### config.mk
export PLATFORM = sky130hd
export DESIGN_NAME = l2_request_arbiter
export DESIGN_NICKNAME = d
export VERILOG_FILES = /design/src/rtl/l2_request_arbiter_pkg.sv /design/src/rtl/l2_request_arbiter_rr.sv /design/src/rtl/l2_request_arbiter.sv
export SDC_FILE = /design/constraint.sdc
export NUM_CORES = 1
export LEC_CHECK = 0
export CAP_MARGIN = 20
export CORE_MARGIN = 5
export CORE_UTILIZATION = 36
export DETAILED_ROUTE_END_ITERATION = 8
export GPL_TIMING_DRIVEN = 0
export HOLD_SLACK_MARGIN = 0.06
export PLACE_DENSITY = 0.82
export SLEW_MARGIN = 0
export SYNTH_ARGS = -nofsm -noshare
export SYNTH_HDL_FRONTEND = slang
export SYNTH_HIERARCHICAL = 1
export SYNTH_SLANG_ARGS = --single-unit
export TNS_END_PERCENT = 1
### constraint.sdc
create_clock -name clk -period 5 [get_ports clk]
set_input_delay 1.5 -clock clk [delete_from_list [all_inputs] [get_ports clk]]
set_output_delay 1.5 -clock clk [all_outputs]
set_load 0.05 [all_outputs]
### src/rtl/l2_request_arbiter_pkg.sv
// Shared types for the per-core L2 request path: request/response packets and
// the requester unit encodings used by the arbiter and its round-robin core.
package l2_request_arbiter_pkg;

  localparam int NUM_REQ = 3;
  localparam int ADDR_W  = 26;
  localparam int DATA_W  = 32;
  localparam int CORE_W  = 4;

  typedef enum logic [1:0] {
    UNIT_ICACHE = 2'd0,
    UNIT_DCACHE = 2'd1,
    UNIT_STBUF  = 2'd2
  } l2_unit_e;

  typedef struct packed {
    logic              valid;
    l2_unit_e          unit;
    logic              store;
    logic [ADDR_W-1:0] address;
    logic [DATA_W-1:0] data;
  } l2req_packet_t;

  typedef struct packed {
    logic              valid;
    logic [CORE_W-1:0] core;
    l2_unit_e          unit;
    logic [DATA_W-1:0] data;
  } l2rsp_packet_t;

endpackage

### src/rtl/l2_request_arbiter_rr.sv
// Round-robin arbiter: one-hot grant among requests, highest priority to the
// index after the last winner; priority only advances when update_lru is set.
module l2_request_arbiter_rr #(
  parameter int N = 3
) (
  input  logic         clk,
  input  logic         reset,
  input  logic [N-1:0] request,
  input  logic         update_lru,
  output logic [N-1:0] grant_oh
);

  logic [N-1:0]   prio_q, prio_d;
  logic [2*N-1:0] dbl_req;
  logic [2*N-1:0] dbl_gnt;

  // Doubled-vector trick: subtracting the priority one-hot clears everything
  // below it, so the first set request at or after prio survives, wrapping.
  assign dbl_req  = {request, request};
  assign dbl_gnt  = dbl_req & ~(dbl_req - {{N{1'b0}}, prio_q});
  assign grant_oh = dbl_gnt[N-1:0] | dbl_gnt[2*N-1:N];

  always_comb begin
    prio_d = prio_q;
    if (update_lru && (|grant_oh)) begin
      prio_d = {grant_oh[N-2:0], grant_oh[N-1]};
    end
  end

  always_ff @(posedge clk or posedge reset) begin
    if (reset) begin
      prio_q <= {{(N-1){1'b0}}, 1'b1};
    end else begin
      prio_q <= prio_d;
    end
  end

endmodule

### src/rtl/l2_request_arbiter.sv
// Per-core L2 request port arbiter: round-robin among icache, dcache and store
// buffer into a registered output stage, throttled by an L2 credit counter.
module l2_request_arbiter
  import l2_request_arbiter_pkg::*;
#(
  parameter int  CORE_ID    = 0,
  parameter int  L2_CREDITS = 4,
  localparam int CREDIT_W   = $clog2(L2_CREDITS + 1)
) (
  input  logic                clk,
  input  logic                reset,
  input  l2req_packet_t       icache_l2req_packet,
  input  l2req_packet_t       dcache_l2req_packet,
  input  l2req_packet_t       stbuf_l2req_packet,
  output logic                icache_l2req_ready,
  output logic                dcache_l2req_ready,
  output logic                stbuf_l2req_ready,
  output l2req_packet_t       l2req_packet,
  input  logic                l2req_ready,
  input  l2rsp_packet_t       l2rsp_packet,
  output logic [CREDIT_W-1:0] credits_available
);

  localparam logic [CREDIT_W-1:0] CREDITS_FULL = CREDIT_W'(L2_CREDITS);

  l2req_packet_t        out_q, out_d;
  logic [CREDIT_W-1:0]  credits_q, credits_d;
  logic [NUM_REQ-1:0]   request;
  logic [NUM_REQ-1:0]   grant_oh;
  l2req_packet_t        winner_pkt;
  logic                 empty, draining, can_capture, capture, credit_inc;
  logic                 unused_rsp_fields;

  assign request = {stbuf_l2req_packet.valid, dcache_l2req_packet.valid,
                    icache_l2req_packet.valid};

  // Capture is gated by the registered credit count only, so a response in
  // the same cycle cannot unblock a stalled request until the next cycle.
  assign empty       = !out_q.valid;
  assign draining    = out_q.valid && l2req_ready;
  assign can_capture = (empty || draining) && (credits_q != '0);
  assign capture     = can_capture && (|request);

  assign credit_inc = l2rsp_packet.valid && (l2rsp_packet.core == CORE_W'(CORE_ID));
  assign unused_rsp_fields = ^{l2rsp_packet.unit, l2rsp_packet.data};

  l2_request_arbiter_rr #(
    .N (NUM_REQ)
  ) u_rr (
    .clk        (clk),
    .reset      (reset),
    .request    (request),
    .update_lru (capture),
    .grant_oh   (grant_oh)
  );

  assign icache_l2req_ready = capture && grant_oh[0];
  assign dcache_l2req_ready = capture && grant_oh[1];
  assign stbuf_l2req_ready  = capture && grant_oh[2];

  always_comb begin
    winner_pkt = icache_l2req_packet;
    if (grant_oh[1]) winner_pkt = dcache_l2req_packet;
    if (grant_oh[2]) winner_pkt = stbuf_l2req_packet;
  end

  always_comb begin
    out_d = out_q;
    if (capture) begin
      out_d = winner_pkt;
    end else if (draining) begin
      out_d = '0;
    end
  end

  always_comb begin
    credits_d = credits_q;
    unique case ({capture, credit_inc})
      2'b10:   credits_d = credits_q - CREDIT_W'(1);
      2'b01:   credits_d = credits_q + CREDIT_W'(1);
      default: credits_d = credits_q;
    endcase
  end

  always_ff @(posedge clk or posedge reset) begin
    if (reset) begin
      out_q     <= '0;
      credits_q <= CREDITS_FULL;
    end else begin
      out_q     <= out_d;
      credits_q <= credits_d;
    end
  end

  assign l2req_packet      = out_q;
  assign credits_available = credits_q;

  a_credit_max: assert property (@(posedge clk) disable iff (reset)
    credits_q <= CREDITS_FULL);
  a_no_spurious_rsp: assert property (@(posedge clk) disable iff (reset)
    !(credit_inc && (credits_q == CREDITS_FULL)));
  a_no_underflow: assert property (@(posedge clk) disable iff (reset)
    !(capture && (credits_q == '0)));
  a_ready_onehot0: assert property (@(posedge clk) disable iff (reset)
    $onehot0({stbuf_l2req_ready, dcache_l2req_ready, icache_l2req_ready}));

endmodule

# Word-level counts from Yosys, hierarchy flattened
# Index checks and enable logic that the tools add are counted.
# totals
regBits,68
in_bits,228
output_inout_bits,68
# op_classes
addsub,3
n_eq_ne,2
muxes,5
n_bitwise,3
n_reduce_logical,16
# ops
operator,n
two-way mux 62 bit,4
logical AND 1 bit,8
AND 6 bit,1
inverter 6 bit,1
one-hot mux 3 bit (2 select lines),1
OR reduction 3 bit,2
subtractor 6 x 3 -> 6 bit,1
zero test 4 bit,1
nonzero test 2 bit,2
"adder 3 x 1 -> 3 bit, second input constant",1
bitwise OR 3 bit,1
nonzero test 3 bit,1
"subtractor 3 x 1 -> 3 bit, second input constant",1
"== test 2 x 1 -> 1 bit, second input constant",1
"== test 2 bit, second input constant",1
zero test 1 bit,1
logical OR 1 bit,1

# Logic depth before layout (Yosys ltp)
# Gate-level depths: netlist of the first run.
# logic_depth
ltp_word,7
mapped_depth,11

# Cells and area by module
# Netlist of the first run, hierarchy kept.
# by_module_without_submodules
mod,n_inst,cells_per_inst,area_per_inst_um2,seq_area_each_um2
l2_request_arbiter,1,439,4045.1,1627.8
l2_request_arbiter_rr,1,28,275.3,76.3

# Worst setup path after synthesis of the first run
# No wires, ideal clock.
# synth_path
kind,input to output
start,input port icache_l2req_packet[61] (netlist bit)
end,output port stbuf_l2req_ready
arrival_ns,3.467
slack_ns,0.033
path_stages,9
path_cell_list,nand2b_1 -> fa_1 -> nand2b_1 -> o21ai_1 -> a21oi_2 -> buf_2 -> inv_2 -> clkbuf_1 -> nor2_1
# synth_via
elab_chain_len,5
# synth_lines
element,line,source
start: declaration,l2_request_arbiter.sv:12,"input l2req_packet_t icache_l2req_packet,"
subtractor 6 x 3 -> 6 bit,l2_request_arbiter_rr.sv:20,"assign dbl_gnt = dbl_req & ~(dbl_req - {{N{1'b0}}, prio_q});"
inverter 6 bit,l2_request_arbiter_rr.sv:20,
AND 6 bit,l2_request_arbiter_rr.sv:20,
bitwise OR 3 bit,l2_request_arbiter_rr.sv:21,assign grant_oh = dbl_gnt[N-1:0] | dbl_gnt[2*N-1:N];
via grant_oh[2],l2_request_arbiter.sv:29,logic [NUM_REQ-1:0] grant_oh;
logical AND 1 bit,l2_request_arbiter.sv:59,assign stbuf_l2req_ready = capture && grant_oh[2];
end: declaration,l2_request_arbiter.sv:17,"output logic stbuf_l2req_ready,"
# The timed path passes the listed nets, and every way through them passes these cells.

# Worst setup path in the final report of the first run
# layout_path
start,input port icache_l2req_packet[61] (netlist bit)
end,output port dcache_l2req_ready
# layout_via
elab_chain_len,5
# layout_lines
element,line,source
subtractor 6 x 3 -> 6 bit,l2_request_arbiter_rr.sv:20,
inverter 6 bit,l2_request_arbiter_rr.sv:20,
AND 6 bit,l2_request_arbiter_rr.sv:20,
bitwise OR 3 bit,l2_request_arbiter_rr.sv:21,
via grant_oh[1],l2_request_arbiter.sv:29,
logical AND 1 bit,l2_request_arbiter.sv:58,assign dcache_l2req_ready = capture && grant_oh[1];
end: declaration,l2_request_arbiter.sv:16,"output logic dcache_l2req_ready,"
# The timed path passes the listed nets, and every way through them passes these cells.

==> results of run 1 <==
-- worst max-delay path, cell delays in order --
cell and delay (ns):
dlygate4sd2_1 0.32, nand2b_1 0.19, fa_1 0.42, a211o_1 0.35, a21boi_4 0.22, buf_12 0.15
and2_1 0.13, buf_6 0.16
-- cell type report --
class	instances	share of cell area
Clock inverter	4	0.00632
Clock buffer	12	0.0341
Multi-Input combinational cell	320	0.305
Inverter	38	0.0193
Buffer	38	0.0261
Timing Repair Buffer	270	0.358
Tap cell	147	0.0244
Sequential cell	68	0.226
-- synthesized netlist by cell type (2+ instances only) --
master / count
nor2_1: 2
and2_1: 3
o311ai_1: 30
nand2_1: 93
inv_1: 36
o31ai_1: 2
o21ai_0: 32
buf_4: 6
dfrtp_1: 66
o221ai_1: 30
a22o_1: 32
ha_1: 3
xor2_1: 2
inv_2: 2
buf_2: 12
mux2i_1: 64
clkbuf_1: 23
dfstp_2: 2
fa_1: 2
o21ai_1: 2
nor3_2: 3
nor2b_1: 2
nand2b_1: 4
-- power by group --
group          switching, uW  leakage [uW]  internal (uW)
logic                   1990       0.00220           1200
clock network            225      0.000149            411
registers                211      0.000824            836
-- worst min path at each step --
stage                                      start                            to  slack (ns)  depth (start not counted)
global route         l2req_packet[3]$_DFFE_PP0P_   l2req_packet[3]$_DFFE_PP0P_        0.52                          1
finish              l2req_packet[55]$_DFFE_PP0P_  l2req_packet[55]$_DFFE_PP0P_        0.50                          2
global placement      u_rr/prio_q[2]$_DFFE_PP0P_    u_rr/prio_q[2]$_DFFE_PP0P_        0.48                          2
detailed placement  l2req_packet[59]$_DFFE_PP0P_  l2req_packet[59]$_DFFE_PP0P_        0.49                          1
floorplan             u_rr/prio_q[1]$_DFFE_PP0P_    u_rr/prio_q[1]$_DFFE_PP0P_        0.47                          2
CTS                 l2req_packet[55]$_DFFE_PP0P_  l2req_packet[55]$_DFFE_PP0P_        0.51                          2
-- state kept, by name, summed over array words and instances, names as in the netlist --
register / flops
credits_available: 3
l2req_packet: 62
u_rr/prio_q: 3
-- cell families after synthesis --
kind of cell / share of synthesized area
xor+xnor: 0.00608
compound gates: 0.244
flops: 0.394
simple gates: 0.110
fa+ha+maj: 0.0180
mux: 0.151
buf+inv: 0.0773
-- per-layer routing --
metal	up-vias	routed length (um)	global-route usage
met5	-	0	0
met4	0	469	0.0866
met3	34	1590	0.0834
met2	227	8570	0.415
met1	2257	6420	0.253
li1	2262	-	-
-- metrics by stage --
stage,power [uW],cell area (um^2),instances,TNS [ns]
floorplan,3080,4320,467,0
CTS,4870,7470,891,-0.0223
global route,5150,7520,897,-0.0704
global placement,4120,7120,875,-3.13
finish,4880,7520,897,0
detailed placement,4190,7140,876,-3.22
-- placed cells by master, fill, tap and decap left out, types with 3 or more instances in the layout --
cell / count
a22o_1: 32
and2_1: 3
buf_2: 9
buf_4: 13
buf_6: 3
clkbuf_1: 23
clkbuf_16: 9
clkdlybuf4s50_1: 256
dfrtp_1: 66
inv_1: 35
mux2i_1: 64
nand2_1: 93
nand2b_1: 4
nor3_2: 3
o21ai_0: 32
o221ai_1: 30
o311ai_1: 30
-- what timing repair did --
action | 4_1_cts | 5_1_grt
hold endpoints to repair | 0 | 0
resized for setup | 27 | 2
pin swaps | 2 | 0
setup buffers | 1 | 7
setup endpoints to repair | 3 | 3
==> flow_metrics.env, run 1 <==
export IMPL_fill_cells=1006
export IMPL_n_antenna_cell=0
export IMPL_ys_types=37
export IMPL_cts_sinks=68
export IMPL_grt_pass1_vias=5265
export IMPL_fin_crit_sh=0.989
export IMPL_vias=4780
export IMPL_post_drt_wl_per_cell_um=19.0
export IMPL_dieHeight_um=120
export IMPL_r2r_setup_slack_ns=2.14
export IMPL_dp_slack_ns=-1.36
export IMPL_coreArea_um2=11900
export IMPL_syn_inst=467
export IMPL_status="finished clean"
export IMPL_fmaxAchievable_mhz=202
export IMPL_min_period_ns=4.95
export IMPL_ioPinCount=296
export IMPL_grt_ovfl_total=0
export IMPL_dp_hpwl_um=13700
export IMPL_synth_edff_count=0
export IMPL_postRouteAntennaNets=0
export IMPL_seqCellArea_um2=1700
export IMPL_criticalPathCategory="input port to primary output"
export IMPL_synth_top_cell_area_share=0.382
export IMPL_grt_pass1_wl_um=26600
export IMPL_r2r_end="l2req_packet[53]$_DFFE_PP0P_"
export IMPL_arrival_ns=3.45
export IMPL_die_width_um=120
export IMPL_p_leak_uw=0.00317
export IMPL_layout_nets=978
export IMPL_cts_made_buffers=9
export IMPL_max_slew_worst_pin_slew_ns=0.622
export IMPL_insertion_delay_ns=0.32
export IMPL_setup_viol=0
export IMPL_crit_end="dcache_l2req_ready"
export IMPL_ys_seq_area_frac=0.394
export IMPL_num_rows=40
export IMPL_antenna_found_initial=0
export IMPL_rsz0062_at_grt="true"
export IMPL_cts_root_buffer="clkbuf_16"
export IMPL_drtPass1Iterations=4
export IMPL_cts_tree="yes"
export IMPL_synth_avg_cell_area_um2=9.25
export IMPL_area_growth_pct=74.2
export IMPL_synth_area_leader_cell="dfrtp_1"
export IMPL_worst_ir_drop_vdd_v=0.000349
export IMPL_grt_max_degree=40
export IMPL_yosysWarnings=6
export IMPL_timing_rr_start="u_rr/prio_q[0]$_DFFE_PP1P_"
export IMPL_setup_ws_ns=0.0528
export IMPL_drcViolationCount=0
export IMPL_multi_input_area_um2=2300
export IMPL_start_util=0.363
export IMPL_crit_fanout=9
export IMPL_htree_levels=3
export IMPL_p_per_area_nw_per_um2=649
export IMPL_max_cap_violations=0
export IMPL_synth_seq_cells=68
export IMPL_timing_hold_violations_final=0
export IMPL_synth_main_ff_cell="dfrtp_1"
export IMPL_drtIter0Drc=235
export IMPL_syn_num_nets=700
export IMPL_avgViaCountPerCell=5.33
export IMPL_port_buffer_count=261
export IMPL_dieArea_um2=14300
export IMPL_whs_ns=0.504
export IMPL_skew_ns=0.00641
export IMPL_drive_gt1_frac=0.0787
export IMPL_relSlewSlack=0.585
export IMPL_synth_top_cells_by_area="dfrtp_1, mux2i_1, nand2_1, a22o_1, o221ai_1"
export IMPL_wirelength_um=17100
export IMPL_cp_start_kind="input port"
export IMPL_hp_class="flop to flop"
export IMPL_syn_area_um2=4320
export IMPL_slew_viol_final=0
export IMPL_cts_buffer_depth=2
export IMPL_utilization=0.632
export IMPL_r2r_cells=11
export IMPL_grt_usage=0.233
export IMPL_gp_congestion=0.890
export IMPL_synthArstFlopShare=1.00
export IMPL_cp_data_required_time_ns=3.50
export IMPL_postCtsHoldBufs=0
export IMPL_crit_start="icache_l2req_packet[61]"
export IMPL_clk_pin_slew_ns=0.05
export IMPL_endpoint_kind="primary output"
Note: power is estimated with default switching activity, not from simulation.
==> run 2, diff against run 1 <==
- CAP_MARGIN: 20 -> default
- SLEW_MARGIN: 0 -> default
==> run 2 against run 1 <==
Global-route usage stayed put. Register-to-register slack about the same. Worst setup slack unchanged. Critical endpoint unchanged. Sequential power hardly changed. Wire length unchanged. Critical path type unchanged. Non-clock buffer count stayed put. Hold slack is the same. Critical path depth is the same. First-iteration DRC count did not move. Die area stayed put.
==> flow_metrics.env, run 2 (synthesis results as in run 1) <==
export IMPL_status="finished clean"
export IMPL_relSlewSlack=0.585
export IMPL_final_common_cell="clkdlybuf4s50_1"
export IMPL_post_drt_wl_per_cell_um=19.0
export IMPL_cts_tree="yes"
export IMPL_fin_cells=897
export IMPL_cp_start_kind="input port"
export IMPL_n_antenna_cell=0
export IMPL_p_per_area_nw_per_um2=649
export IMPL_setup_viol=0
export IMPL_min_period_ns=4.95
export IMPL_coreArea_um2=11900
export IMPL_crit_fanout=9
export IMPL_grt_ovfl_total=0
export IMPL_dieHeight_um=120
export IMPL_insertion_delay_ns=0.32
export IMPL_gp_congestion=0.890
export IMPL_grt_max_degree=40
export IMPL_num_rows=40
export IMPL_htree_levels=3
export IMPL_antenna_found_initial=0
export IMPL_endpoint_kind="primary output"
export IMPL_dp_hpwl_um=13700
export IMPL_cts_sinks=68
export IMPL_fin_area_um2=7520
export IMPL_hp_class="flop to flop"
export IMPL_cp_data_required_time_ns=3.50
export IMPL_vias=4780
export IMPL_start_util=0.363
export IMPL_fmaxAchievable_mhz=202
export IMPL_placement_cell_area_um2=7140
export IMPL_postCtsHoldBufs=0
export IMPL_setup_tns_ns=0
export IMPL_skew_ns=0.00641
export IMPL_layout_nets=978
export IMPL_grt_pass1_vias=5265
export IMPL_drive_gt1_frac=0.0787
export IMPL_postRouteAntennaNets=0
export IMPL_drtPass1Iterations=4
export IMPL_grt_pass1_wl_um=26600
export IMPL_worst_ir_drop_vdd_v=0.000349
export IMPL_wirelength_um=17100
export IMPL_ioPinCount=296
export IMPL_drcViolationCount=0
export IMPL_slew_viol_final=0
export IMPL_clk_pin_slew_ns=0.05
export IMPL_area_growth_pct=74.2
export IMPL_rsz0062_at_grt="true"
export IMPL_dpl_cell_count=876
export IMPL_crit_path_cell_trace="dlygate4sd2_1 -> nand2b_1 -> fa_1 -> a211o_1 -> a21boi_4 -> buf_12 -> and2_1 -> buf_6"
export IMPL_final_cell_mix="clkdlybuf4s50_1, nand2_1, dfrtp_1, mux2i_1, inv_1"
export IMPL_p_leak_uw=0.00317
export IMPL_avgViaCountPerCell=5.33
export IMPL_max_cap_violations=0
export IMPL_criticalPathCategory="input port to primary output"
export IMPL_drtIter0Drc=235
export IMPL_fin_crit_sh=0.989
export IMPL_timing_hold_violations_final=0
export IMPL_die_width_um=120
export IMPL_fill_cells=1006
export IMPL_cts_root_buffer="clkbuf_16"
export IMPL_largest_register_ffs=62
export IMPL_cts_made_buffers=9
export IMPL_grt_usage=0.233
export IMPL_cts_buffer_depth=2
export IMPL_arrival_ns=3.45
export IMPL_port_buffer_count=261
export IMPL_slowest_delay_ns=0.42
export IMPL_max_slew_worst_pin_slew_ns=0.622
export IMPL_cp_slowest_cell="fa_1"
export IMPL_dieArea_um2=14300
## run 2: worst paths after layout
check                                              from  slack (ns)  cells past startpoint                               end
setup / recovery                icache_l2req_packet[61]        0.05                      8                dcache_l2req_ready
hold reg to reg            l2req_packet[55]$_DFFE_PP0P_        0.50                      2      l2req_packet[55]$_DFFE_PP0P_
hold / removal             l2req_packet[55]$_DFFE_PP0P_        0.50                      2      l2req_packet[55]$_DFFE_PP0P_
max in group asynchronous                         reset        2.71                      3  credits_available[2]$_DFFE_PP1P_
setup reg to reg             u_rr/prio_q[0]$_DFFE_PP1P_        2.14                     11      l2req_packet[53]$_DFFE_PP0P_
min in group asynchronous                         reset        1.40                      2        u_rr/prio_q[2]$_DFFE_PP0P_
## run 2: per-layer routing
layer  track usage  share of wire  routed length, um  vias to the layer above
li1              -              -                  -                     2262
met1         0.253           0.38               6420                     2257
met2         0.415           0.50               8570                      227
met3        0.0834          0.093               1590                       34
met4        0.0866          0.028                469                        0
met5             0              0                  0                        -
## run 2: repair_timing
item / in CTS / in global routing
setup endpoints to repair: 3 / 3
pin swaps: 2 / 0
buffers inserted: 1 / 7
resized for setup: 27 / 2
## run 2: metrics by stage
step | total power (uW) | hold slack (ns) | utilization | worst slack, ns
floorplan | 3080 | 0.466 | - | 0.0331
global placement | 4120 | 0.484 | 0.597 | -1.29
detailed placement | 4190 | 0.489 | 0.599 | -1.36
CTS | 4870 | 0.509 | 0.627 | -0.0223
global route | 5150 | 0.517 | 0.632 | -0.0362
finish | 4880 | 0.504 | 0.632 | 0.0528
## run 2: critical path: cells and delay by family
family	cells	cell delay [ns]
compound gates	2	0.57
fa+ha+maj	1	0.42
buf+inv	3	0.63
simple gates	2	0.32
## run 2: where the power goes
group	switching (uW)	leakage (uW)	internal, uW	total (uW)
registers	211	0.000824	836	1050
clock network	225	0.000149	411	637
logic	1990	0.00220	1200	3200
## run 2: area by class of cell
class	instances	area, um^2	area share
timing repair buffer	270	2690	0.358
clock inverter	4	47.5	0.00632
clock buffer	12	256	0.0341
tap	147	184	0.0244
buffer	38	196	0.0261
multi-input combinational	320	2300	0.305
inverter	38	145	0.0193
sequential	68	1700	0.226
==> run 3, diff against run 2 <==
- ABC_AREA: default -> 0
- CORE_UTILIZATION: 36 -> 32
- PLACE_DENSITY: 0.82 -> 0.74
==> run 3 against run 2 <==
The flow now finishes with violations (setup timing). Maximum frequency is 1.2% lower. Core utilization is 6.7 points lower. Hold slack worse by 0.00084 ns. Highest routed layer unchanged.
==> flow_metrics.env, run 3 (synthesis results as in run 1) <==
export IMPL_setup_viol=1
export IMPL_endpoint_kind="primary output"
export IMPL_r2r_setup_slack_ns=1.89
export IMPL_cts_buffer_depth=2
export IMPL_met3_usage=0.0690
export IMPL_crit_fanout=18
export IMPL_clk_pin_slew_ns=0.05
export IMPL_fill_cells=1194
export IMPL_finalPower_uw=4770
export IMPL_area_growth_pct=73.1
export IMPL_max_slew_worst_pin_slew_ns=0.635
export IMPL_grt_ovfl_total=0
export IMPL_relSlewSlack=0.576
export IMPL_grt_pass1_wl_um=26100
export IMPL_largest_register_ffs=62
export IMPL_cts_tree="yes"
export IMPL_drive_gt1_frac=0.0712
export IMPL_grt_usage=0.202
export IMPL_hp_class="flop to flop"
export IMPL_dp_hpwl_um=13400
export IMPL_setup_ws_ns=-0.00857
export IMPL_fmaxAchievable_mhz=200
export IMPL_final_cell_mix="clkdlybuf4s50_1, nand2_1, dfrtp_1, mux2i_1, inv_1"
export IMPL_gp_congestion=0.933
export IMPL_drcViolationCount=0
export IMPL_dieHeight_um=126
export IMPL_skew_ns=0.00620
export IMPL_arrival_ns=3.51
export IMPL_worst_ir_drop_vdd_v=0.000329
export IMPL_p_leak_uw=0.00313
export IMPL_timing_hold_violations_final=0
export IMPL_start_util=0.326
export IMPL_final_common_cell="clkdlybuf4s50_1"
export IMPL_num_rows=42
export IMPL_max_cap_violations=0
export IMPL_cts_root_buffer="clkbuf_16"
export IMPL_drtIter0Drc=232
export IMPL_timing_rr_start="u_rr/prio_q[0]$_DFFE_PP1P_"
export IMPL_busiest_layer="met2"
export IMPL_dieArea_um2=15900
export IMPL_grt_met1_usage=0.229
export IMPL_n_antenna_cell=0
export IMPL_insertion_delay_ns=0.33
export IMPL_port_buffer_count=261
export IMPL_avgViaCountPerCell=5.13
export IMPL_grt_pass1_vias=5093
export IMPL_cts_sinks=68
export IMPL_slew_viol_final=0
export IMPL_hp_start="l2req_packet[5]$_DFFE_PP0P_"
export IMPL_fin_crit_sh=1.00
export IMPL_rsz0062_at_grt="true"
export IMPL_dp_slack_ns=-1.38
export IMPL_drtPass1Iterations=4
export IMPL_layout_nets=972
export IMPL_criticalPathCategory="input port to primary output"
export IMPL_grt_max_degree=39
export IMPL_die_width_um=126
export IMPL_post_drt_wl_per_cell_um=18.1
export IMPL_crit_start="stbuf_l2req_packet[61]"
export IMPL_p_per_area_nw_per_um2=639
export IMPL_ioPinCount=296
export IMPL_htree_levels=3
export IMPL_cts_made_buffers=9
export IMPL_min_period_ns=5.01
export IMPL_vias=4716
export IMPL_antenna_found_initial=0
export IMPL_use_met2=0.350
export IMPL_cp_start_kind="input port"
export IMPL_wirelength_um=16700
export IMPL_failed_checks="setup timing"
export IMPL_postRouteAntennaNets=0
export IMPL_status="finished, violations left"
export IMPL_coreArea_um2=13200
export IMPL_cp_data_required_time_ns=3.50
-- run 3: cell types whose count changed in the layout (fill, tap and decap cells not counted) --
cell and delta:
buf_4 -5, clkinv_2 +2, buf_6 -1, bufinv_16 -1
clkbuf_8 -1, clkdlybuf4s15_2 -1, clkdlybuf4s18_2 +1
-- run 3: metrics by stage --
step	utilization	cells	hold WS, ns	cell area [um^2]	setup TNS (ns)
6_report	0.565	920	0.504	7480	-0.00857
5_1_grt	0.565	920	0.522	7480	-0.0923
3_5_place_dp	0.542	905	0.490	7170	-3.33
2_1_floorplan	-	467	0.466	4320	0
4_1_cts	0.565	921	0.507	7480	0
3_3_place_gp	0.540	904	0.482	7150	-3.15
-- run 3: cell type report --
type                    count  area [um^2]  share of cell area
clock inverters             5         27.5             0.00368
multi-input cells         320         2300               0.307
plain buffers              38          196              0.0263
clock buffers              11          243              0.0325
inverters                  38          145              0.0194
well taps                 176          220              0.0295
flip-flops and latches     68         1700               0.228
repair buffers            264         2640               0.354
-- run 3: power breakdown --
part / internal (uW) / leakage (uW) / total [uW] / switching, uW
clock: 345 / 0.000135 / 577 / 232
sequential: 836 / 0.000824 / 1040 / 207
combinational: 1180 / 0.00217 / 3160 / 1980
total: 2360 / 0.00313 / 4770 / 2420
-- run 3: worst max-delay path, stage by stage --
cell,delay [ns]
clkdlybuf4s50_1,0.52
ha_2,0.27
nor3_2,0.23
a31oi_1,0.14
a21oi_2,0.21
buf_6,0.19
inv_4,0.12
nor2_1,0.12
buf_4,0.21
-- run 3: final timing paths --
kind	endpoint	cells past startpoint
hold / removal	l2req_packet[5]$_DFFE_PP0P_	1
max in group asynchronous	credits_available[2]$_DFFE_PP1P_	3
min in group asynchronous	u_rr/prio_q[2]$_DFFE_PP0P_	2
hold reg to reg	l2req_packet[5]$_DFFE_PP0P_	1
setup reg to reg	l2req_packet[35]$_DFFE_PP0P_	11
setup / recovery	stbuf_l2req_ready	9
-- run 3: routing by layer --
metal  wire length [um]  vias to the layer above  part of all wire
met3               1540                       29             0.092
met5                  0                        -                 0
met1               6590                     2200              0.40
met4                477                        0             0.029
met2               8050                      236              0.48
li1                   -                     2251                 -
-- run 3: timing repair --
action / 4_1_cts / 5_1_grt
endpoints found under the setup margin: 3 / 3
cloned: 0 / 0
pin swaps: 1 / 2
buffers inserted: 2 / 0
resized for setup: 28 / 1
hold buffers: 0 / 0
